`config.mk`:
```
export PLATFORM = sky130hd
export DESIGN_NAME = button_debounce_multi
export DESIGN_NICKNAME = d
export VERILOG_FILES = /design/src/rtl/button_debounce_multi.sv
export SDC_FILE = /design/constraint.sdc
export NUM_CORES = 1
export LEC_CHECK = 0
export ABC_AREA = 1
export CORE_UTILIZATION = 35
export DETAILED_ROUTE_END_ITERATION = 7
export DONT_BUFFER_PORTS = 1
export MAX_ROUTING_LAYER = met4
export PLACE_DENSITY = 0.6
export SETUP_SLACK_MARGIN = 0.3
export SYNTH_ARGS = -nofsm -noshare
export SYNTH_HDL_FRONTEND = slang
export SYNTH_SLANG_ARGS = --single-unit
```
`constraint.sdc`:
```
create_clock -name clk -period 3.4 [get_ports clk]
set_input_delay 0.68 -clock clk [delete_from_list [all_inputs] [get_ports clk]]
set_output_delay 0.68 -clock clk [all_outputs]
set_load 0.03 [all_outputs]
```
`src/rtl/button_debounce_multi.sv`:
```
// N-channel button debouncer: per-channel 2-flop synchroniser, tick-based debounce counter,
// registered press/release/hold pulses, all channels sharing one millisecond tick prescaler.
module button_debounce_multi #(
    parameter int              SYSCLK_FREQ = 24000000,
    parameter int              N_CH        = 4,
    parameter int              DEBOUNCE_MS = 2,
    parameter int              HOLD_MS     = 1000,
    parameter logic [N_CH-1:0] ACTIVE_LOW  = '0
) (
    input  logic            clk,
    input  logic            rst_n,
    input  logic [N_CH-1:0] D,
    output logic [N_CH-1:0] Q,
    output logic [N_CH-1:0] press,
    // release pulse; "release" itself is a reserved word in SystemVerilog
    output logic [N_CH-1:0] rel,
    output logic [N_CH-1:0] hold
);

    localparam int TICK_DIV = SYSCLK_FREQ / 1000;
    localparam int PS_W     = (TICK_DIV > 1) ? $clog2(TICK_DIV) : 1;
    localparam int DB_W     = (DEBOUNCE_MS > 0) ? $clog2(DEBOUNCE_MS + 1) : 1;

    localparam logic [PS_W-1:0] PS_LAST = PS_W'(TICK_DIV - 1);
    localparam logic [DB_W-1:0] DB_LAST = DB_W'(DEBOUNCE_MS - 1);

    if (DEBOUNCE_MS < 1) begin : g_bad_debounce
        $error("button_debounce_multi: DEBOUNCE_MS must be >= 1");
    end
    if (TICK_DIV < 1) begin : g_bad_clk
        $error("button_debounce_multi: SYSCLK_FREQ must be >= 1000");
    end
    if (N_CH < 1) begin : g_bad_nch
        $error("button_debounce_multi: N_CH must be >= 1");
    end

    // Shared millisecond prescaler; tick is high during the last count, consumed at the wrap edge.
    logic [PS_W-1:0] ps_cnt;
    logic            tick;

    assign tick = (ps_cnt == PS_LAST);

    always_ff @(posedge clk or negedge rst_n) begin
        if (!rst_n) begin
            ps_cnt <= '0;
        end else if (tick) begin
            ps_cnt <= '0;
        end else begin
            ps_cnt <= ps_cnt + 1'b1;
        end
    end

    // Synchroniser carries the polarity-corrected level, so reset means "released".
    logic [N_CH-1:0] sync_p0;
    logic [N_CH-1:0] sync_p1;

    always_ff @(posedge clk or negedge rst_n) begin
        if (!rst_n) begin
            sync_p0 <= '0;
            sync_p1 <= '0;
        end else begin
            sync_p0 <= D ^ ACTIVE_LOW;
            sync_p1 <= sync_p0;
        end
    end

    for (genvar i = 0; i < N_CH; i++) begin : g_ch
        logic [DB_W-1:0] db_cnt;
        logic            q_r;
        logic            press_r;
        logic            rel_r;
        logic            differ;
        logic            flip;

        assign differ = (sync_p1[i] != q_r);
        assign flip   = differ && tick && (db_cnt == DB_LAST);

        always_ff @(posedge clk or negedge rst_n) begin
            if (!rst_n) begin
                db_cnt  <= '0;
                q_r     <= 1'b0;
                press_r <= 1'b0;
                rel_r   <= 1'b0;
            end else begin
                press_r <= flip &&  sync_p1[i];
                rel_r   <= flip && !sync_p1[i];
                if (flip) begin
                    q_r <= sync_p1[i];
                end
                if (!differ || flip) begin
                    db_cnt <= '0;
                end else if (tick) begin
                    db_cnt <= db_cnt + 1'b1;
                end
            end
        end

        assign Q[i]     = q_r;
        assign press[i] = press_r;
        assign rel[i]   = rel_r;

        if (HOLD_MS > 0) begin : g_hold
            localparam int              HOLD_W    = $clog2(HOLD_MS + 1);
            localparam logic [HOLD_W-1:0] HOLD_LAST = HOLD_W'(HOLD_MS - 1);
            localparam logic [HOLD_W-1:0] HOLD_MAX  = HOLD_W'(HOLD_MS);

            logic [HOLD_W-1:0] hold_cnt;
            logic              hold_r;

            // Saturating at HOLD_MS keeps the pulse to once per press.
            always_ff @(posedge clk or negedge rst_n) begin
                if (!rst_n) begin
                    hold_cnt <= '0;
                    hold_r   <= 1'b0;
                end else begin
                    hold_r <= q_r && tick && (hold_cnt == HOLD_LAST);
                    if (!q_r) begin
                        hold_cnt <= '0;
                    end else if (tick && (hold_cnt != HOLD_MAX)) begin
                        hold_cnt <= hold_cnt + 1'b1;
                    end
                end
            end

            assign hold[i] = hold_r;
        end else begin : g_no_hold
            assign hold[i] = 1'b0;
        end
    end

endmodule

```
==> metrics.md, run 1 <==
| Metric | Value |
|---|---|
| Result of the run | finished, final reports clean |
| Setup Buffers After CTS | 0 |
| Count of TritonRoute iterations in the first routing pass | 5 |
| Wire length of the first global-routing pass | approximately 17000 um |
| Die height | around 120 um |
| Initial drt markers | 266 |
| Grt ovf | 0 |
| Resized cells post-CTS | 0 |
| Area growth from synthesis to layout | 6.82% |
| Vias post-DR | 3932 |
| Number of max-slew violations in the final report | 0 |
| Gr usage total | 0.150 |
| Number of levels in the clock H-tree | 3 |
| Path depth of the worst reg2reg path | 8 |
| Int Power | about 1.6 mW |
| Crit. End Element | flip-flop |
| Nature of the critical path startpoint | flip-flop |
| Tightest Pin Transition | 0.963 ns |
| Setup repair after global routing missed its margin | false |
| Core Area | approximately 14000 um^2 |
| Via count of the first global-routing pass | around 3800 |
| Total of flip-flops plus latches after synthesis | 87 |
| Clock skew | roughly 0.0062 ns |
| Count of buffers from port buffering | 0 |
| Final number of hold-violating endpoints | 0 |
| Net count after synthesis | roughly 670 |
| Start of the worst register-to-register path | ps_cnt[0] |
| VDD IR max | roughly 220 uV |
| Chip width | approximately 120 um |
| Sequential fraction of design power | 0.512 |
| Total Die Area | 14700 um^2 |
| Pin count of the biggest net entering global routing | 88 |
| Place WS | about 1.4 ns |
| Average wire per cell in the routed design | 11.8 um |
| Largest fanout on the critical path | 18 |
| Sum of negative setup slack | 0 ns |
| Post-layout instance area | 5330 um^2 |
| Number of vias per cell after detailed routing | roughly 4.8 |
| Final routed DRC violation total | 0 |
| Total power draw | 2.04 mW |
| Hold-fix buffers at CTS | 0 |
| Root Buffer Master | clkbuf_16 |
| Sequential-to-total area share from yosys stat | 0.436 |
| Minimum hold slack | roughly 0.036 ns |
| Crit path required time | around 3.6 ns |
| Filler Cell Count | ~1400 |
| Power per unit of standard cell area | between 300 and 400 nW/um^2 |
| Final WL | 9630 um |
| Share of Yosys cell area claimed by the top area cell type | 0.436 |
| Switching power of the nets | approximately 0.42 mW |
| # Max-Cap Violations | 0 |
| Synth area leaders | dfrtp_1 44%, nand2_1 12%, inv_1 7.1% |
| Combinational power share | 0.004 |
| Headroom to the max-slew limit | 0.358 |
| Count of warnings emitted by yosys | 0 |
| CTS buffer count | 9 |
| Clock network fraction of design power | 0.484 |
| Setup violation total in the final timing report | 0 |
| Cell total after placement | about 800 |
| Antenna violations before repair | 0 |
| Number of cells in the finished layout apart from fillers | 819 |
| PnR worst setup slack | 1.40 ns |
| Post-detailed-placement half-perimeter wirelength | 6670 um |
| Placement-stage cell area | about 5000 um^2 |
| Unique masters post-synth | 27 |
| Post-synthesis instance area | ~5000 um^2 |
| Post-DRT Antenna Nets | 0 |
| Synthesized instance count | 650 |
| IO Pins | 22 |
| Clock-pin slew on the worst setup and hold paths | approximately 0.06 ns |
| N_diodes | 0 |
| Clock tree from TritonCTS | yes |
| Worst Setup Path Type | flip-flop to flip-flop |
| Static power due to leakage | approximately 2.6 nW |
| Std-Cell Rows | 43 |
| Tmin final | 2.00 ns |
| Proportion of layout cells with a drive suffix above 1 | 0.0782 |
| Starting density of the core | 0.360 |
| Maximum clock path buffer count | 2 |
| Worst min-delay path class | input port to async pin |
| Net switching fraction of the power | 0.208 |
| Share of the clock period used by the worst path after layout | 0.588 |
| Critical path startpoint | ps_cnt[0] |
| Insertion delay of the later-clocked pin in the worst-skew pair | about 0.34 ns |
| Library cell with the largest summed area after synthesis | dfrtp_1 |
| CTS sink count | 87 |
| Data arrival, critical path | about 2.2 ns |
| Syn_area_per_cell | around 7.7 um^2 |
| Max Clock Freq | around 500 MHz |
| Placer's final routability congestion estimate | between 0.8 and 0.9 |
| Layout Nets | roughly 650 |
| Final design utilization | 0.384 |
-- cells in the mapped netlist (all sizes together) --
master,count
a21oi,9
buf,23
dfrtp,87
clkbuf,4
nand2,167
o21bai,4
nor3b,2
nand4,35
xor2,15
nand3,81
inv,97
o21ai,7
nor3,12
nand3b,4
nor2,90
ha,13
-- layout by cell type (no fill, tap or decap), drive strengths merged --
cell	count
clkbuf	9
ha	13
nor3b	2
nand4	35
inv	99
clkinvlp	3
nor2	90
a21oi	9
nor3	12
nand2	167
nand3	81
o21bai	4
nand3b	4
xor2	15
o21ai	7
bufinv	1
dfrtp	87
buf	1
-- worst max-delay path, stage by stage (launching register included) --
cell and delay (ns):
dfrtp_1 0.38, ha_1 0.22, nand3_2 0.15, nor2_4 0.13
nand3_4 0.24, nor2_2 0.44, nor2_2 0.17, nand2_1 0.09
nand2_1 0.05
-- cell type report --
class | count | area (um^2) | share of cell area
clock inverters | 6 | 70.1 | 0.0131
repair buffers | 1 | 7.51 | 0.00141
well taps | 180 | 225 | 0.0422
multi-input cells | 439 | 2260 | 0.425
inverters | 97 | 364 | 0.0683
flip-flops and latches | 87 | 2180 | 0.408
clock buffers | 9 | 225 | 0.0422
-- layer usage --
metal	GRT usage	wire length (um)	vias up	share of wire
li1	-	-	2009	-
met1	0.181	4560	1859	0.47
met2	0.242	4590	58	0.48
met3	0.0461	394	6	0.041
met4	0.0401	85	0	0.0088
met5	-	0	-	0
-- worst paths after layout --
path	endpoint	slack, ns
worst min-delay path	g_ch[3].g_hold.hold_cnt[5]	0.04
worst min register to register	sync_p1[2]	0.36
max in group asynchronous	ps_cnt[10]	3.21
min in group clk	sync_p1[2]	0.36
worst max-delay path	g_ch[3].g_hold.hold_cnt[9]	1.40
worst max register to register	g_ch[3].g_hold.hold_cnt[9]	1.40
-- flip-flops by register name (all words and copies together) (netlist names) --
register,cells
g_ch.q_r,4
g_ch.rel_r,4
g_ch.press_r,4
sync_p0,4
ps_cnt,15
g_ch.db_cnt,8
sync_p1,4
g_ch.g_hold.hold_r,4
g_ch.g_hold.hold_cnt,40
-- kinds of logic after synthesis --
logic type               Yosys count  synth area share
flip-flops                        87             0.436
AND/OR/NAND/NOR                  391             0.370
buffers and inverters            124             0.110
AO/OA/AOI/OAI                     20            0.0243
adder cells (fa/ha/maj)           13            0.0326
XOR/XNOR                          15            0.0263
-- power by group through the flow --
stage / combinational (mW) / sequential [mW] / clock [mW]
finish: 0.00830 / 1.04 / 0.985
global route: 0.00985 / 1.04 / 1.06
CTS: 0.00817 / 1.04 / 1.02
detailed placement: 0.00806 / 1.06 / 0
global placement: 0.00741 / 1.06 / 0
floorplan: 0.00656 / 1.06 / 0
(Power assumes the default switching activity.)
==> run 2, diff against run 1 <==
Settings changed: PLACE_DENSITY 0.6 to 0.62.
Clock period 3.4 ns to 1.8 ns, I/O delays scaled along.
==> metrics.md, run 2 (synthesized netlist as in run 1, its figures left out) <==
| Metric | Value |
|---|---|
| Result of the run | finished, violations left (was finished, final reports clean) |
| Violated checks | negative hold slack |
| Maximum clock path buffer count | 2 (unchanged) |
| GR Layer Usage met1 | 0.196 (was 0.181) |
| Filler Cell Count | 1349 (was 1425) |
| Met2 capacity usage during global routing | 0.260 (was 0.242) |
| Clock skew | 0.00959 ns (was 0.00621 ns) |
| Count of buffers from port buffering | 0 (unchanged) |
| Chip width | 121 um (unchanged) |
| Number of vias per cell after detailed routing | 4.89 (was 4.80) |
| Antenna violations before repair | 0 (unchanged) |
| Static power due to leakage | 2.80 nW (was 2.58 nW) |
| Starting density of the core | 0.360 (unchanged) |
| Share of the clock period used by the worst path after layout | 0.870 (was 0.588) |
| Net switching fraction of the power | 0.214 (was 0.208) |
| CTS buffer count | 9 (unchanged) |
| Sum of negative setup slack | 0 ns (unchanged) |
| Number of levels in the clock H-tree | 3 (unchanged) |
| Int Power | 3.10 mW (was 1.61 mW) |
| Tmin final | 1.57 ns (was 2.00 ns) |
| Core Area | 13900 um^2 (unchanged) |
| Gr usage total | 0.161 (was 0.150) |
| Nature of the critical path startpoint | flip-flop (unchanged) |
| Leading registers by flop count | g_ch.g_hold.hold_cnt (40), ps_cnt (15), g_ch.db_cnt (8) (unchanged) |
| Root Buffer Master | clkbuf_16 (unchanged) |
| Clock network fraction of design power | 0.495 (was 0.484) |
| Setup violation total in the final timing report | 0 (unchanged) |
| Most frequent standard cell in the layout excluding fill and tap cells | nand2_1 (unchanged) |
| Largest fanout on the critical path | 5 (was 18) |
| Critical Path, Cell by Cell | ha_4, nand3_4, nor2_4, nand3_4, buf_4, buf_4, nor2_1, nand3_1, nand2_1 (was ha_1, nand3_2, nor2_4, nand3_4, nor2_2, nor2_2, nand2_1, nand2_1) |
| Minimum hold slack | -0.290 ns (was 0.0361 ns) |
| Area of the multi-input gates | 2520 um^2 (was 2260 um^2) |
| Placer's final routability congestion estimate | 0.856 (was 0.850) |
| Worst Setup Path Type | flip-flop to flip-flop (unchanged) |
| Std-Cell Rows | 43 (unchanged) |
| Cell total after placement | 819 (was 804) |
| Register with the most flip-flops | g_ch.g_hold.hold_cnt (unchanged) |
| Data arrival, critical path | 1.86 ns (was 2.22 ns) |
| Max Clock Freq | 639 MHz (was 500 MHz) |
| Worst min-delay path class | input port to async pin (unchanged) |
| Number of cells in the finished layout apart from fillers | 856 (was 819) |
| Average wire per cell in the routed design | 12.6 um (was 11.8 um) |
| Area growth from synthesis to layout | 18.3% (was 6.82%) |
| Final WL | 10800 um (was 9630 um) |
| Register-to-register path setup slack | 0.23 ns (was 1.40 ns) |
| IO Pins | 22 (unchanged) |
| Path depth of the worst reg2reg path | 9 (was 8) |
| Cell type of the slowest stage on the worst timing path | dfrtp_1 (was nor2_2) |
| Crit. End Element | flip-flop (unchanged) |
| Number of max-slew violations in the final report | 0 (unchanged) |
| Insertion delay of the later-clocked pin in the worst-skew pair | 0.35 ns (was 0.34 ns) |
| Area of all sequential standard cells | 2180 um^2 (about the same) |
| Clock-pin slew on the worst setup and hold paths | 0.07 ns (was 0.06 ns) |
| Sequential fraction of design power | 0.500 (was 0.512) |
| Worst stage delay on the critical path | 0.40 ns (was 0.44 ns) |
| Post-DRT Antenna Nets | 0 (unchanged) |
| Count of TritonRoute iterations in the first routing pass | 5 (unchanged) |
| Crit path required time | 2.09 ns (was 3.62 ns) |
| Vias post-DR | 4188 (was 3932) |
| VDD IR max | 424 uV (was 223 uV) |
| N_diodes | 0 (unchanged) |
| Global routing usage on met3 | 0.0395 (was 0.0461) |
| Final routed DRC violation total | 0 (unchanged) |
| Start of the worst register-to-register path | ps_cnt[1] (was ps_cnt[0]) |
| Headroom to the max-slew limit | 0.787 (was 0.358) |
| Clock tree from TritonCTS | yes (unchanged) |
| Switching power of the nets | 0.842 mW (was 0.423 mW) |
| Initial drt markers | 312 (was 266) |
| Tightest Pin Transition | 0.320 ns (was 0.963 ns) |
| Layout Nets | 690 (was 654) |
| Setup repair after global routing missed its margin | true (was false) |
| Final number of hold-violating endpoints | 87 (was 0) |
| Power per unit of standard cell area | 666 nW/um^2 (was 382 nW/um^2) |
| Busiest metal layer after global routing | met2 (unchanged) |
| CTS sink count | 87 (unchanged) |
| Commonest cells after routing, fill and taps aside | 158 x nand2_1, 91 x inv_1, 84 x dfrtp_1 (was 162 x nand2_1, 95 x inv_1, 87 x dfrtp_1) |
| Endpoint of the most critical register-to-register path | g_ch[1].db_cnt[1] (was g_ch[3].g_hold.hold_cnt[9]) |
| Proportion of layout cells with a drive suffix above 1 | 0.192 (was 0.0782) |
| Via count of the first global-routing pass | 4072 (was 3813) |
| Number of flip-flops in the largest register | 40 (unchanged) |
| # Max-Cap Violations | 0 (unchanged) |
| Die height | 121 um (unchanged) |
| Grt ovf | 0 (unchanged) |
| Total Die Area | 14700 um^2 (unchanged) |
| Post-detailed-placement half-perimeter wirelength | 6990 um (was 6670 um) |
| Combinational power share | 0.005 (was 0.004) |
| Pin count of the biggest net entering global routing | 88 (unchanged) |
| Wire length of the first global-routing pass | 18400 um (was 17300 um) |
-- run 2: worst max-delay path: cells and delay by family (launching register included) --
| kind | cells | cell delay (ns) |
|---|---|---|
| simple gates | 6 | 0.61 |
| fa+ha+maj | 1 | 0.17 |
| buf+inv | 2 | 0.32 |
| flops | 1 | 0.40 |
-- run 2: power groups by stage --
stage	clock [mW]	sequential, mW	combinational (mW)
after detailed placement	0	2.01	0.0149
after CTS	2.00	1.97	0.0167
after floorplan	0	2.00	0.0124
final	1.95	1.97	0.0192
after global routing	2.07	1.97	0.0220
after global placement	0	2.01	0.0140
-- run 2: how the worst max path moves through the flow --
stage,from,end,cells past startpoint,slack [ns]
2_1_floorplan,ps_cnt[0],g_ch[1].g_hold.hold_cnt[1],9,0.33
3_3_place_gp,ps_cnt[0],g_ch[0].g_hold.hold_cnt[8],8,0.16
3_5_place_dp,ps_cnt[0],g_ch[1].db_cnt[1],9,0.09
4_1_cts,ps_cnt[1],ps_cnt[8],8,0.28
5_1_grt,ps_cnt[0],g_ch[1].db_cnt[1],9,0.11
6_report,ps_cnt[1],g_ch[1].db_cnt[1],9,0.23
-- run 2: metrics by stage --
stage	worst slack (ns)	power, mW	cell area (um^2)	hold WS (ns)	util
floorplan	0.334	2.02	4990	0.0644	-
global placement	0.164	2.02	5180	0.0702	0.373
detailed placement	0.0938	2.02	5180	0.0704	0.373
CTS	0.281	3.99	5720	-0.307	0.412
global route	0.114	4.06	5910	-0.310	0.426
finish	0.235	3.94	5910	-0.290	0.426
-- run 2: area by class of cell --
type,count,share of cell area
clock buffers,11,0.0411
multi-input cells,443,0.427
flip-flops and latches,87,0.369
repair buffers,33,0.0521
inverters,97,0.0616
well taps,180,0.0381
clock inverters,5,0.0108
-- run 2: what timing repair did --
item                       CTS  global route
setup endpoints to repair   65            68
hold endpoints to repair    87            87
resized for setup           30            40
pin swaps                    6            26
gates cloned                 2             2
setup buffers               13             4
-- run 2: routing by layer --
metal | vias up | share of wire | wire length (um)
met5 | - | 0 | 0
met4 | 0 | 0.019 | 208
met3 | 13 | 0.039 | 425
met2 | 77 | 0.48 | 5210
met1 | 1999 | 0.46 | 4930
li1 | 2099 | - | -
